## src/rtl/spi_ram_pkg.sv

```systemverilog
// Shared command encoding and default widths for the SPI-attached burst RAM.
package spi_ram_pkg;

    typedef logic [1:0] cmd_t;

    localparam cmd_t CMD_WR_ADDR = 2'b00;
    localparam cmd_t CMD_WR_DATA = 2'b01;
    localparam cmd_t CMD_RD_ADDR = 2'b10;
    localparam cmd_t CMD_RD_DATA = 2'b11;

    localparam int DEF_DATA_W    = 8;
    localparam int DEF_ADDR_W    = 8;
    localparam int DEF_MEM_DEPTH = 256;

endpackage

```

## src/rtl/sp_ram_array.sv

```systemverilog
// Single-port RAM with registered read and no reset, shaped for block-RAM inference.
module sp_ram_array #(
    parameter int DATA_W    = 8,
    parameter int ADDR_W    = 8,
    parameter int MEM_DEPTH = 256
) (
    input  logic              clk,
    input  logic              we,
    input  logic [ADDR_W-1:0] addr,
    input  logic [DATA_W-1:0] wdata,
    output logic [DATA_W-1:0] rdata
);

    logic [DATA_W-1:0] mem [MEM_DEPTH];

    always_ff @(posedge clk) begin
        if (we) begin
            mem[addr] <= wdata;
        end
        rdata <= mem[addr];
    end

endmodule

```

## src/rtl/spi_burst_ram.sv

```systemverilog
// Command decoder for the SPI slave: independent write/read pointers with optional
// burst auto-increment, address range checking, and a read-data strobe.
module spi_burst_ram
    import spi_ram_pkg::*;
#(
    parameter int DATA_W    = DEF_DATA_W,
    parameter int ADDR_W    = DEF_ADDR_W,
    parameter int MEM_DEPTH = DEF_MEM_DEPTH,
    parameter int AUTO_INC  = 1
) (
    input  logic              clk,
    input  logic              rst_n,
    input  logic [DATA_W+1:0] din,
    input  logic              rx_valid,
    output logic [DATA_W-1:0] dout,
    output logic              tx_valid,
    output logic              addr_err
);

    localparam logic [ADDR_W-1:0] LAST_ADDR = ADDR_W'(MEM_DEPTH - 1);

    cmd_t              cmd;
    logic [DATA_W-1:0] payload;
    logic [ADDR_W-1:0] load_addr;
    logic              load_ok;

    logic [ADDR_W-1:0] wr_ptr_reg, wr_ptr_next;
    logic [ADDR_W-1:0] rd_ptr_reg, rd_ptr_next;
    logic              tx_valid_reg, tx_valid_next;
    logic              addr_err_reg, addr_err_next;
    logic [DATA_W-1:0] dout_hold_reg;

    logic              mem_we;
    logic [ADDR_W-1:0] mem_addr;
    logic [DATA_W-1:0] mem_rdata;

    assign cmd       = din[DATA_W+1:DATA_W];
    assign payload   = din[DATA_W-1:0];
    assign load_addr = payload[ADDR_W-1:0];

    // A full power-of-two memory can never see an out-of-range load.
    generate
        if (MEM_DEPTH >= (1 << ADDR_W)) begin : g_full_range
            assign load_ok = 1'b1;
        end else begin : g_range_check
            localparam logic [ADDR_W:0] DEPTH_L = (ADDR_W + 1)'(MEM_DEPTH);
            assign load_ok = ({1'b0, load_addr} < DEPTH_L);
        end
    endgenerate

    function automatic logic [ADDR_W-1:0] ptr_inc(input logic [ADDR_W-1:0] ptr);
        return (ptr == LAST_ADDR) ? '0 : ptr + 1'b1;
    endfunction

    always_comb begin
        wr_ptr_next   = wr_ptr_reg;
        rd_ptr_next   = rd_ptr_reg;
        tx_valid_next = 1'b0;
        addr_err_next = 1'b0;
        if (rx_valid) begin
            case (cmd)
                CMD_WR_ADDR: begin
                    if (load_ok) wr_ptr_next = load_addr;
                    else         addr_err_next = 1'b1;
                end
                CMD_WR_DATA: begin
                    if (AUTO_INC != 0) wr_ptr_next = ptr_inc(wr_ptr_reg);
                end
                CMD_RD_ADDR: begin
                    if (load_ok) rd_ptr_next = load_addr;
                    else         addr_err_next = 1'b1;
                end
                default: begin
                    tx_valid_next = 1'b1;
                    if (AUTO_INC != 0) rd_ptr_next = ptr_inc(rd_ptr_reg);
                end
            endcase
        end
    end

    // Reset must also suppress a write presented in the same cycle.
    assign mem_we   = rst_n && rx_valid && (cmd == CMD_WR_DATA);
    assign mem_addr = (cmd == CMD_WR_DATA) ? wr_ptr_reg : rd_ptr_reg;

    sp_ram_array #(
        .DATA_W    (DATA_W),
        .ADDR_W    (ADDR_W),
        .MEM_DEPTH (MEM_DEPTH)
    ) u_ram (
        .clk   (clk),
        .we    (mem_we),
        .addr  (mem_addr),
        .wdata (payload),
        .rdata (mem_rdata)
    );

    always_ff @(posedge clk) begin
        if (!rst_n) begin
            wr_ptr_reg    <= '0;
            rd_ptr_reg    <= '0;
            tx_valid_reg  <= 1'b0;
            addr_err_reg  <= 1'b0;
            dout_hold_reg <= '0;
        end else begin
            wr_ptr_reg   <= wr_ptr_next;
            rd_ptr_reg   <= rd_ptr_next;
            tx_valid_reg <= tx_valid_next;
            addr_err_reg <= addr_err_next;
            if (tx_valid_reg) dout_hold_reg <= mem_rdata;
        end
    end

    // RAM output is live during the strobe cycle; afterwards the captured copy holds it.
    assign dout     = tx_valid_reg ? mem_rdata : dout_hold_reg;
    assign tx_valid = tx_valid_reg;
    assign addr_err = addr_err_reg;

endmodule

```

## config.mk

```make
export PLATFORM = sky130hd
export DESIGN_NAME = spi_burst_ram
export DESIGN_NICKNAME = d
export VERILOG_FILES = /design/src/rtl/spi_ram_pkg.sv /design/src/rtl/sp_ram_array.sv /design/src/rtl/spi_burst_ram.sv
export SDC_FILE = /design/constraint.sdc
export NUM_CORES = 2
export LEC_CHECK = 0
export BUFFER_PORTS_ARGS = -buffer_cell sky130_fd_sc_hd__buf_2
export CAP_MARGIN = 20
export CELL_PAD_IN_SITES_DETAIL_PLACEMENT = 1
export CELL_PAD_IN_SITES_GLOBAL_PLACEMENT = 1
export CORE_ASPECT_RATIO = 0.5
export CORE_MARGIN = 4
export CORE_UTILIZATION = 30
export CTS_BUF_LIST = sky130_fd_sc_hd__clkbuf_16
export DETAILED_ROUTE_END_ITERATION = 7
export PLACE_DENSITY = 0.45
export SYNTH_ARGS = -nofsm -noshare
export SYNTH_HDL_FRONTEND = slang
export SYNTH_SLANG_ARGS = --single-unit
export TNS_END_PERCENT = 100
```

## constraint.sdc

```tcl
create_clock -name clk -period 4.08 [get_ports clk]
set_clock_uncertainty 0.05 [all_clocks]
set_input_delay 0.204 -clock clk [delete_from_list [all_inputs] [get_ports clk]]
set_output_delay 0.204 -clock clk [all_outputs]
set_load 0.005 [all_outputs]
```

==> impl_metrics.yaml <==
pwr:
  powerDensity_nw_per_um2: 492
  irDropWorstVdd_mv: 0.317
  power_leakage_uw: 0.0285
clocking:
  clock_latency_ns: 0.87
  clk_pin_slew_worst_paths_ns: 0.06
  cts_tree: "yes"
  clock_sinks: 2081
  cts_root_buf: "clkbuf_16"
  htree_num_levels: 4
  cts_inserted_buffers: 206
  clk_path_buf_depth: 4
worst_setup_path:
  crit_chain: "inv_1, o31ai_2, nand2_2, buf_4, o22ai_1, nor4_1, buf_4, a21boi_0, a2111o_1"
  crit_top_cell: "buf_4"
  cp_max_fo: 9
  critical_path_required_ns: 4.82
  critPathKind: "flip-flop to flip-flop"
  cpMaxStageDelayCell: "o31ai_2"
  cp-end-kind: "flip-flop"
  cp-start-kind: "flip-flop"
  max_stage_delay_ns: 0.97
  crit_arrival_ns: 4.73
grt:
  antenna_found_initial: 16
  overflow: 0
  track_usage_pct: 18.6
  grt_max_degree: 104
  grt_pass1_vias: 45880
  grt_first_pass_wirelength_mm: 357
routing:
  via_per_inst: 5.42
  finalWirelength_mm: 253
  vias: 44628
  remaining_drc_errors: 0
  first_iter_violations: 4600
  ant_nets: 0
  wire_per_inst_um: 30.8
  dr.pass1.iters: 5
finish:
  nets: 4695
  top_register: "u_ram.mem"
  largest_register_ffs: 2048
  drive_gt1_share_pct: 16.7
  syn_to_final_growth_pct: 18.0
  fin_cells: 8231
run_status:
  status: "completed"
sta:
  rsz0062_at_grt: "no"
  maxSlewViolCount: 0
  holdWs_ns: 0.368
  max_freq_mhz: 250
  layout_min_cycle_time_ns: 3.99
  setup_viol: 0
  timing.final.crit_share_pct: 97.9
  max_slew_margin_pct: 19.5
  tightestPinTransition_ns: 1.20
  final-hold-violation-count: 0
synth:
  yosysTopAreaCell: "edfxtp_1"
  netlist_area_um2: 77000
  synth-edff-count: 2048
  syn-num-nets: 4283
  ys_ff_latch: 2081
  synth_top_area_share_pct: 79.8
  synthArstFlopShare_pct: 0
  yosys-top-cells-area: "edfxtp_1 80%, a221oi_1 5.8%, a22o_1 5.8%"
  postSynthAreaPerCell_um2: 18.1
  synth_top_flop_cell: "edfxtp_1"
  ys_warn_count: 0
  syn_inst: 4268
  ys_types: 48
  ys_seq_area_share_pct: 80.7
floorplanning:
  core_um2: 255000
  initial_utilization_pct: 30.2
  dieHeight_um: 366
  row_count: 131
  die_w_um: 725
  dieArea_um2: 265000
  ios: 23
placed_design:
  io_buffers: 21
  gp_congestion: 0.841
  post-place-cells: 7846
  dpl.hpwl_mm: 158
job:
  cap_viol_max_count: 0
worst_hold_path:
  hold_class: "input pin to flip-flop"
## cells in the mapped netlist (2+ instances only)
cell	instances
buf_2	116
nand3b_1	3
o31ai_2	4
clkbuf_1	174
nand2b_1	5
a31oi_1	2
nor4_1	66
a21boi_0	5
dfxtp_1	33
o21ai_0	27
ha_1	2
a22o_1	512
nor2_1	275
nand3_1	13
o21a_1	3
o22ai_1	259
or3_1	3
edfxtp_1	2048
and3_1	2
nor2b_1	9
buf_4	8
buf_1	18
and2_1	11
inv_1	9
a21boi_1	6
a2111o_1	8
buf_6	6
a21oi_1	29
nand2_1	70
o31ai_1	5
a221oi_1	512
mux2_2	8
o21ai_1	2
## layout by cell type, fill, tap and decap left out, types with 13 or more instances in the layout
master         count
a22o_1           512
a21oi_1           29
inv_1             67
dfxtp_1           33
clkinv_2          25
o22ai_1          259
clkinv_1          49
a221oi_1         512
edfxtp_1        2048
nor2_1           275
o21ai_0           27
nand3_1           13
clkbuf_16        209
nor4_1            57
buf_12            50
nand2_1           61
dlygate4sd3_1     16
bufinv_16         16
buf_4            438
buf_2             14
## logic make-up (layout without fill, tap and decap cells)
| logic type | Yosys count | in the layout | share of synthesized area [%] |
|---|---|---|---|
| other | 1 | 5 | 0.00487 |
| adder cells (fa/ha/maj) | 2 | 2 | 0.0325 |
| XOR/XNOR | 2 | 2 | 0.0227 |
| multiplexers | 9 | 9 | 0.135 |
| flip-flops | 2081 | 2081 | 80.7 |
| AND/OR/NAND/NOR | 464 | 464 | 2.66 |
| AO/OA/AOI/OAI | 1378 | 1378 | 14.6 |
| buffers and inverters | 331 | 899 | 1.90 |
## power by group
part | leakage [uW] | internal (uW) | switching, uW
combinational | 0.00651 | 947 | 1880
clock | 0.00331 | 10200 | 8120
sequential | 0.0187 | 23500 | 53.9
## path summary, 6_finish.rpt
| check | start | to | slack, ns | depth (start not counted) |
|---|---|---|---|---|
| min reg2reg | rd_ptr_reg[6] | rd_ptr_reg[6] | 0.52 | 2 |
| max | wr_ptr_reg[4] | u_ram.rdata[7] | 0.09 | 9 |
| min | din[5] | u_ram.mem[180][5] | 0.37 | 2 |
| max reg2reg | wr_ptr_reg[4] | u_ram.rdata[7] | 0.09 | 9 |
## critical path, delay by kind of cell, from the launching register on
family	cells	cell delay (ns)
AOI/OAI and AO/OA	4	1.92
and+or+nand+nor	2	0.85
buffers and inverters	3	0.73
DFF	1	0.41
## repair_timing
action,in CTS,in global routing
hold endpoints to repair,593,0
setup buffers,0,0
gates resized for setup,0,2
endpoints found under the setup margin,0,2
hold buffers,16,0
## final cells by class
class | count | area (um2)
multi-input cells | 1856 | 13600
repair buffers | 526 | 4640
clock inverters | 155 | 1070
diodes | 4 | 10.0
well taps | 3391 | 4240
fillers | 25167 | 164000
flip-flops and latches | 2081 | 62200
clock buffers | 209 | 5230
inverters | 9 | 33.8
## layer usage
metal  routed length (um)  up-vias  GRT usage (%)
li1                     -    19034              -
met1               121000    24084           27.8
met2               114000     1241           28.8
met3                13500      267           2.67
met4                 4610        2           3.56
met5                    6        -              0
## stage by stage
step / cell area [um2] / TNS (ns) / total power (uW) / utilization (%) / worst slack [ns]
after global routing: 90900 / 0 / 46300 / 35.6 / 0.0234
after global placement: 84400 / -0.392 / 26800 / 33.1 / -0.253
after CTS: 90900 / 0 / 45200 / 35.6 / 0.131
after floorplan: 77000 / 0 / 25300 / - / 1.00
after detailed placement: 84400 / -0.00760 / 26900 / 33.1 / -0.00760
final: 90900 / 0 / 44700 / 35.6 / 0.0857
Power figures use the tool's default switching activity.
